==> src/rtl/serial_link_scheduler.sv <==
// Two-requester round-robin scheduler driving one serial frame link.
// A granted payload is shifted out MSB first on sdata, framed by cs_n and
// clocked by sclk, which is divided down from clk.
module serial_link_scheduler #(
  parameter int unsigned WIDTH    = 8,
  parameter int unsigned DIV_BITS = 2
) (
  input  logic             clk,
  input  logic             rst_n,
  input  logic             req0,
  input  logic             req1,
  input  logic [WIDTH-1:0] data0,
  input  logic [WIDTH-1:0] data1,
  output logic             gnt0,
  output logic             gnt1,
  output logic             done0,
  output logic             done1,
  output logic             busy,
  output logic             sclk,
  output logic             sdata,
  output logic             cs_n
);

  typedef enum logic [1:0] {StIdle, StShift, StDone} state_e;

  // A zero-width divider is not legal, so DIV_BITS=0 uses one bit pinned at 0.
  localparam int unsigned CW = (DIV_BITS > 0) ? DIV_BITS : 1;
  localparam int unsigned BW = $clog2(WIDTH + 1);
  localparam logic [CW-1:0] DivMax = (DIV_BITS > 0) ? {CW{1'b1}} : '0;
  localparam logic [BW-1:0] BitMax = BW'(WIDTH);

  state_e           state_q, state_d;
  logic [CW-1:0]    div_q, div_d;
  logic [BW-1:0]    bit_q, bit_d;
  logic [WIDTH-1:0] shreg_q, shreg_d;
  logic             ptr_q, ptr_d;      // requester that wins a tie
  logic             owner_q, owner_d;  // requester owning the current frame
  logic             gnt0_q, gnt0_d, gnt1_q, gnt1_d;
  logic             done0_q, done0_d, done1_q, done1_d;
  logic             busy_q, busy_d, sclk_q, sclk_d, sdata_q, sdata_d, cs_n_q, cs_n_d;
  logic             win;

  // Next-state and registered-output logic.
  always_comb begin
    state_d = state_q;
    div_d   = div_q;
    bit_d   = bit_q;
    shreg_d = shreg_q;
    ptr_d   = ptr_q;
    owner_d = owner_q;
    sclk_d  = sclk_q;
    sdata_d = sdata_q;
    cs_n_d  = cs_n_q;
    gnt0_d  = 1'b0;
    gnt1_d  = 1'b0;
    done0_d = 1'b0;
    done1_d = 1'b0;
    win     = (req0 && req1) ? ptr_q : req1;

    unique case (state_q)
      StIdle: begin
        div_d   = '0;
        bit_d   = '0;
        sclk_d  = 1'b0;
        sdata_d = 1'b0;
        cs_n_d  = 1'b1;
        if (req0 || req1) begin
          owner_d = win;
          gnt0_d  = ~win;
          gnt1_d  = win;
          shreg_d = win ? data1 : data0;
          sdata_d = win ? data1[WIDTH-1] : data0[WIDTH-1];
          cs_n_d  = 1'b0;
          state_d = StShift;
        end
      end
      StShift: begin
        if (div_q == DivMax) begin
          div_d  = '0;
          sclk_d = ~sclk_q;
          if (!sclk_q) begin
            bit_d = bit_q + 1'b1;
          end else if (bit_q < BitMax) begin
            // Falling sclk edge: present the next bit well before the next rise.
            shreg_d = shreg_q << 1;
            sdata_d = shreg_q[WIDTH-2];
          end else begin
            cs_n_d  = 1'b1;
            sdata_d = 1'b0;
            done0_d = ~owner_q;
            done1_d = owner_q;
            ptr_d   = ~owner_q;
            state_d = StDone;
          end
        end else begin
          div_d = div_q + 1'b1;
        end
      end
      StDone: begin
        state_d = StIdle;
      end
      default: begin
        state_d = StIdle;
      end
    endcase

    busy_d = (state_d != StIdle);
  end

  // State and output registers with asynchronous active-low reset.
  always_ff @(posedge clk or negedge rst_n) begin
    if (!rst_n) begin
      state_q <= StIdle;
      div_q   <= '0;
      bit_q   <= '0;
      shreg_q <= '0;
      ptr_q   <= 1'b0;
      owner_q <= 1'b0;
      gnt0_q  <= 1'b0;
      gnt1_q  <= 1'b0;
      done0_q <= 1'b0;
      done1_q <= 1'b0;
      busy_q  <= 1'b0;
      sclk_q  <= 1'b0;
      sdata_q <= 1'b0;
      cs_n_q  <= 1'b1;
    end else begin
      state_q <= state_d;
      div_q   <= div_d;
      bit_q   <= bit_d;
      shreg_q <= shreg_d;
      ptr_q   <= ptr_d;
      owner_q <= owner_d;
      gnt0_q  <= gnt0_d;
      gnt1_q  <= gnt1_d;
      done0_q <= done0_d;
      done1_q <= done1_d;
      busy_q  <= busy_d;
      sclk_q  <= sclk_d;
      sdata_q <= sdata_d;
      cs_n_q  <= cs_n_d;
    end
  end

  assign gnt0  = gnt0_q;
  assign gnt1  = gnt1_q;
  assign done0 = done0_q;
  assign done1 = done1_q;
  assign busy  = busy_q;
  assign sclk  = sclk_q;
  assign sdata = sdata_q;
  assign cs_n  = cs_n_q;

endmodule

==> config.mk <==
export PLATFORM = sky130hd
export DESIGN_NAME = serial_link_scheduler
export DESIGN_NICKNAME = d
export VERILOG_FILES = /design/src/rtl/serial_link_scheduler.sv
export SDC_FILE = /design/constraint.sdc
export NUM_CORES = 1
export LEC_CHECK = 0
export ABC_AREA = 1
export CORE_MARGIN = 5
export CORE_UTILIZATION = 40
export CTS_BUF_LIST = sky130_fd_sc_hd__clkbuf_8
export CTS_CLUSTER_DIAMETER = 80
export DETAILED_ROUTE_END_ITERATION = 10
export DONT_BUFFER_PORTS = 1
export PLACE_DENSITY = 0.61
export SLEW_MARGIN = 20
export SYNTH_ARGS = -nofsm -noshare
export SYNTH_HDL_FRONTEND = slang
export SYNTH_SLANG_ARGS = --single-unit
==> constraint.sdc <==
create_clock -name clk -period 1.3 [get_ports clk]
set_input_delay 0.13 -clock clk [delete_from_list [all_inputs] [get_ports clk]]
set_output_delay 0.13 -clock clk [all_outputs]
set_load 0.03 [all_outputs]
==> results.json, run 1 <==
{
  "syn_to_final_growth_pct": 20.5,
  "wl_um": 2860,
  "crit_required_ns": 1.46,
  "setup_viol": 7,
  "diodes": 0,
  "crit_family": "simple AND/OR/NAND/NOR gates",
  "p_int_mw": 1.01,
  "core_um2": 3000,
  "swShare_pct": 21.2,
  "r2r_cells": 8,
  "synth.avg_cell_area_um2": 8.39,
  "critPathMaxFanout": 8,
  "die-width_um": 65.7,
  "hpwl_um": 2090,
  "cts_buffers": 3,
  "cts.sinks": 25,
  "ir_drop_uv": 345,
  "synth_warnings": 0,
  "r2r_end": "shreg_q[3]",
  "min_from": "data0[7]",
  "grt.total_usage_pct": 14.1,
  "pwr-share-comb_pct": 4.4,
  "antenna_left": 0,
  "clkSlewWorstSetupHoldPaths_ns": 0.09,
  "drive_gt1_share_pct": 27.9,
  "p_seq_share_pct": 60.4,
  "vias_per_cell": 5.28,
  "leakagePower_nw": 0.772,
  "pwr-share-clk_pct": 35.2,
  "timing.fmax_mhz": 723,
  "critPathMostFrequentCell": "nand2_1",
  "maxSlewHeadroom_pct": 78.7,
  "powerDensity_nw_per_um2": 860,
  "synthDistinctLibCells": 24,
  "violations": "setup timing",
  "ys_ff_latch": 25,
  "remaining_drc_errors": 0,
  "end_kind": "flop",
  "fin_util_pct": 49.8,
  "synthTopCellsByArea": "dfrtp_1 (48%), nand2_1 (10%), nand3_1 (10%)",
  "fp.dieH_um": 65.7,
  "status": "finished, violations left",
  "path_cells": "ha_2, inv_2, a21oi_2, nand2_2, nor2_4, inv_4, nand2_1, nand2_1",
  "worst-setup-path-type": "reg -> reg",
  "gr-total-overflow": 0,
  "crit_slowest_cell": "dfrtp_1",
  "wire_per_inst_um": 14.4,
  "seq_area_frac_synth_pct": 50.5,
  "grt_max_degree": 26,
  "worst_setup_path_start_kind": "flop",
  "synth_area_leader_cell": "dfrtp_1",
  "rr_startpoint": "div_q[0]",
  "finalClockSkew_ns": 0.00359,
  "fin_cells": 198,
  "grt_pass1_vias": 1019,
  "die-area_um2": 4320,
  "io-pin-count": 28,
  "tightestPinTransition_ns": 0.320,
  "syn_nets": 170,
  "cts_root_buf": "clkbuf_8",
  "fin_crit_ns": 1.38,
  "worstHoldPathType": "in -> reg",
  "synth_edf_count": 0,
  "switchingPower_mw": 0.273,
  "post-route-period-util_pct": 106,
  "whs_path_depth": 4,
  "ff2ff_setup_slack_ns": -0.08,
  "postSynthCellCount": 148,
  "clk_latency_ns": 0.27,
  "row_count": 20,
  "fin_nets": 188,
  "ys.flop_type": "dfrtp_1",
  "hold_path_end": "sdata",
  "finalMaxSlewViolations": 0,
  "async_flop_share_pct": 100,
  "synth.top_cell.area_share_pct": 48.4,
  "antenna_found_initial": 0,
  "gp_congestion": 0.796,
  "firstDrtPassIters": 5,
  "drt_iter0_drc": 52,
  "vias": 1046,
  "cp_slowest_stage_delay_ns": 0.37,
  "tritoncts": "yes",
  "drv_cap": 0,
  "path_buf_inv": 2,
  "synthTopCellsByCount": "nand2_1 (34), nand3_1 (25), dfrtp_1 (24), nor2_1 (14), inv_1 (10)",
  "clock_path_buffers": 2,
  "crit_arrival_ns": 1.54,
  "hold_viol": 0,
  "finalSetupTns_ns": -0.514,
  "h-tree-depth": 1,
  "grt_first_pass_wirelength_um": 4680,
  "setup_slack_ns": -0.0825,
  "initial_utilization_pct": 41.3,
  "io_buffers": 0,
  "path_depth": 8,
  "dp.cells": 188,
  "rsz0062_at_grt": "yes",
  "netlist_area_um2": 1240,
  "yosys.cell_count.top_type": "nand2_1"
}
[logic make-up after synthesis]
group | count (synthesis) | share of synthesized area, %
and+or+nand+nor | 87 | 33.0
DFF | 25 | 50.5
AOI/OAI and AO/OA | 17 | 8.06
buffers and inverters | 16 | 5.75
adders and majority gates | 2 | 2.02
xor gates and xnor gates | 1 | 0.706
[layout make-up]
| class | count | area [µm²] |
|---|---|---|
| Clock inverter | 1 | 5.00 |
| Fill cell | 291 | 1510 |
| Sequential cell | 25 | 629 |
| Clock buffer | 3 | 41.3 |
| Tap cell | 33 | 41.3 |
| Timing Repair Buffer | 15 | 130 |
| Inverter | 14 | 55.1 |
| Multi-Input combinational cell | 107 | 593 |
[layout by cell type, fill, tap and decap left out, drive strengths merged, types with 2 or more instances in the layout]
cell         netlist  final
dfrtp             24     24
or2                6      6
nand4              2      2
nand3             25     25
a21oi              8      8
inv               14     14
dlygate4sd3        0      2
clkbuf             0      3
ha                 2      2
o21ai              5      5
nand2             38     38
nor2              16     16
buf                2     13
[power by group through the flow]
| stage | logic, mW | registers (mW) | clock network, mW |
|---|---|---|---|
| 3_3_place_gp | 0.0288 | 0.793 | 0 |
| 2_1_floorplan | 0.0260 | 0.793 | 0 |
| 5_1_grt | 0.0663 | 0.777 | 0.497 |
| 3_5_place_dp | 0.0299 | 0.793 | 0 |
| 6_report | 0.0560 | 0.777 | 0.453 |
| 4_1_cts | 0.0579 | 0.777 | 0.468 |
[sequential cells by signal, indices dropped and copies added, names as in the netlist, 2 cells and up]
name,cells
shreg_q,7
bit_q,4
div_q,2
state_q,2
[repair_timing]
item                       CTS  global route
setup endpoints to repair   13            14
setup buffers                2             1
resized for setup            4            11
hold buffers                 3             0
hold endpoints to repair    26             0
gates cloned                 0             0
pin swaps                    7             0
[worst max-delay path by stage]
| stage | end | slack (ns) | from |
|---|---|---|---|
| global route | shreg_q[3] | -0.19 | div_q[1] |
| finish | shreg_q[3] | -0.08 | div_q[0] |
| detailed placement | bit_q[1] | -0.08 | div_q[0] |
| floorplan | shreg_q[6] | 0.01 | div_q[0] |
| global placement | bit_q[1] | -0.06 | div_q[0] |
| CTS | shreg_q[2] | -0.04 | div_q[0] |
[routing by layer]
metal,global-route usage [%],vias up,wire length [µm]
met4,4.66,0,37
met2,24.0,26,1380
met1,17.5,497,1310
li1,-,518,-
met5,0,-,0
met3,3.25,5,126
[worst register-to-register path, stage by stage (launching register included)]
cell and delay (ns):
dfrtp_1 0.37, ha_2 0.20, inv_2 0.04, a21oi_2 0.16
nand2_2 0.10, nor2_4 0.20, inv_4 0.08, nand2_1 0.07
nand2_1 0.05
[through the flow]
step / area, µm² / worst slack, ns / hold slack (ns) / total power [mW]
after floorplan: 1240 / 0.0120 / -0.166 / 0.819
after global placement: 1340 / -0.0566 / -0.165 / 0.821
after detailed placement: 1340 / -0.0813 / -0.165 / 0.822
after CTS: 1450 / -0.0445 / 0.0794 / 1.30
after global routing: 1500 / -0.189 / 0.116 / 1.34
final: 1500 / -0.0825 / 0.0834 / 1.29
No activity file was read; power rests on OpenSTA's default activity.
==> run 2: changes to the inputs <==
--- a/config.mk
+++ b/config.mk
@@ -13,6 +13,7 @@
 export DETAILED_ROUTE_END_ITERATION = 10
 export DONT_BUFFER_PORTS = 1
 export PLACE_DENSITY = 0.61
+export SKIP_LAST_GASP = 1
 export SLEW_MARGIN = 20
 export SYNTH_ARGS = -nofsm -noshare
 export SYNTH_HDL_FRONTEND = slang
==> run 2 against run 1 <==
- the run still ends with setup timing left
- clock power barely moved
- design area is the same
- count of clock-buffer cells in the layout unchanged
- critical path type unchanged
- largest cell class unchanged
==> results.json, run 2 (synthesis results as in run 1) <==
{
  "status": "finished, violations left",
  "violations": "setup timing",
  "clock_path_buffers": 2,
  "critPathMostFrequentCell": "nand2_1",
  "core_um2": 3000,
  "antenna_left": 0,
  "largest_reg_flops": 7,
  "drt_iter0_drc": 47,
  "ff2ff_setup_slack_ns": -0.08,
  "tritoncts": "yes",
  "grt_pass1_vias": 1019,
  "finalClockSkew_ns": 0.00359,
  "die-width_um": 65.7,
  "wire_per_inst_um": 14.4,
  "r2r_cells": 8,
  "worstHoldPathType": "in -> reg",
  "wl_um": 2860,
  "rsz0062_at_grt": "yes",
  "clk_latency_ns": 0.27,
  "clkSlewWorstSetupHoldPaths_ns": 0.09,
  "hold_viol": 0,
  "io_buffers": 0,
  "grt_first_pass_wirelength_um": 4680,
  "worstSetupEndpoint": "shreg_q[3]",
  "maxSlewHeadroom_pct": 78.7,
  "pwr-share-comb_pct": 4.4,
  "cts_root_buf": "clkbuf_8",
  "drive_gt1_share_pct": 27.9,
  "critPathMaxFanout": 8,
  "crit_required_ns": 1.46,
  "power_mw": 1.29,
  "ir_drop_uv": 345,
  "r2r_end": "shreg_q[3]",
  "end_kind": "flop",
  "worst_setup_path_start_kind": "flop",
  "whs_ns": 0.0834,
  "vias": 1046,
  "io-pin-count": 28,
  "gr-total-overflow": 0,
  "swShare_pct": 21.2,
  "initial_utilization_pct": 41.3,
  "grt_max_degree": 26,
  "path_cells": "ha_2, inv_2, a21oi_2, nand2_2, nor2_4, inv_4, nand2_1, nand2_1",
  "setup_slack_ns": -0.0825,
  "setup_viol": 7,
  "fin_crit_ns": 1.38,
  "dp.cells": 188,
  "cts.sinks": 25,
  "cp_slowest_stage_delay_ns": 0.37,
  "mostFrequentLayoutCell": "nand2_1",
  "fin_nets": 188,
  "crit_arrival_ns": 1.54,
  "worst-setup-path-type": "reg -> reg",
  "diodes": 0,
  "crit_slowest_cell": "dfrtp_1",
  "hpwl_um": 2090,
  "fin_cells": 198,
  "top_register": "shreg_q",
  "h-tree-depth": 1,
  "tightestPinTransition_ns": 0.320,
  "vias_per_cell": 5.28,
  "fp.dieH_um": 65.7,
  "die-area_um2": 4320,
  "crit_start": "div_q[0]",
  "p_int_mw": 1.01,
  "row_count": 20,
  "grt.total_usage_pct": 14.1,
  "finalMaxSlewViolations": 0,
  "nFillCells": 291,
  "final_cell_mix": "nand2_1 (34), nand3_1 (25), dfrtp_1 (22), buf_4 (12), nor2_1 (11)",
  "p_seq_share_pct": 60.4,
  "remaining_drc_errors": 0,
  "syn_to_final_growth_pct": 20.5,
  "reg.largest.list": "shreg_q: 7 flops, bit_q: 4 flops",
  "pwr-share-clk_pct": 35.2,
  "switchingPower_mw": 0.273,
  "cts_buffers": 3,
  "post-route-period-util_pct": 106,
  "firstDrtPassIters": 5,
  "leakagePower_nw": 0.772,
  "finalSetupTns_ns": -0.514,
  "timing.fmax_mhz": 723,
  "powerDensity_nw_per_um2": 860,
  "rr_startpoint": "div_q[0]",
  "gp_congestion": 0.796,
  "drv_cap": 0,
  "antenna_found_initial": 0
}
-- run 2: cell counts in the layout (fill, tap and decap cells not counted) --
Identical to the previous run, type by type.
-- run 2: routing by layer --
layer	track usage, %	routed length [µm]
met1	17.5	1310
met2	24.0	1380
met3	3.25	126
met4	4.66	37
met5	0	0
-- run 2: area by class of cell --
type,instances,area (µm²),area share (%)
Clock buffer,3,41.3,2.76
Clock inverter,1,5.00,0.335
Inverter,14,55.1,3.68
Multi-Input combinational cell,107,593,39.7
Sequential cell,25,629,42.1
Tap cell,33,41.3,2.76
Timing Repair Buffer,15,130,8.70
-- run 2: worst min-delay path by stage --
stage,start,endpoint,slack [ns],depth (start not counted)
2_1_floorplan,rst_n,bit_q[0],-0.17,0
3_3_place_gp,rst_n,ptr_q,-0.16,0
3_5_place_dp,rst_n,ptr_q,-0.16,0
4_1_cts,data0[7],sdata,0.08,4
5_1_grt,data0[7],sdata,0.12,4
6_report,data0[7],sdata,0.08,4
-- run 2: power groups by stage --
stage                     Combinational (mW)  Sequential, mW  Clock [mW]
after floorplan                       0.0260           0.793           0
after global placement                0.0288           0.793           0
after detailed placement              0.0299           0.793           0
after CTS                             0.0579           0.777       0.468
after global routing                  0.0663           0.777       0.497
final                                 0.0560           0.777       0.453
-- run 2: worst max-delay path: cells and delay by family, from the launching register on --
family / cells / cell delay (ns)
AO/OA/AOI/OAI: 1 / 0.16
buffers and inverters: 2 / 0.12
adder cells (fa/ha/maj): 1 / 0.20
AND/OR/NAND/NOR: 4 / 0.42
flip-flops: 1 / 0.37
-- run 2: timing repair --
| action | CTS | global route |
|---|---|---|
| gates cloned | 0 | 0 |
| endpoints found under the hold margin | 26 | 0 |
| endpoints found under the setup margin | 13 | 14 |
| pin swaps | 7 | 0 |
| setup buffers | 2 | 1 |
| hold buffers | 3 | 0 |
| resized for setup | 4 | 11 |
-- run 2: metrics by stage --
stage	instance area, µm²	setup slack [ns]	utilization [%]
finish	1500	-0.0825	49.8
global route	1500	-0.189	49.8
CTS	1450	-0.0445	48.2
detailed placement	1340	-0.0813	44.5
global placement	1340	-0.0566	44.5
floorplan	1240	0.0120	-
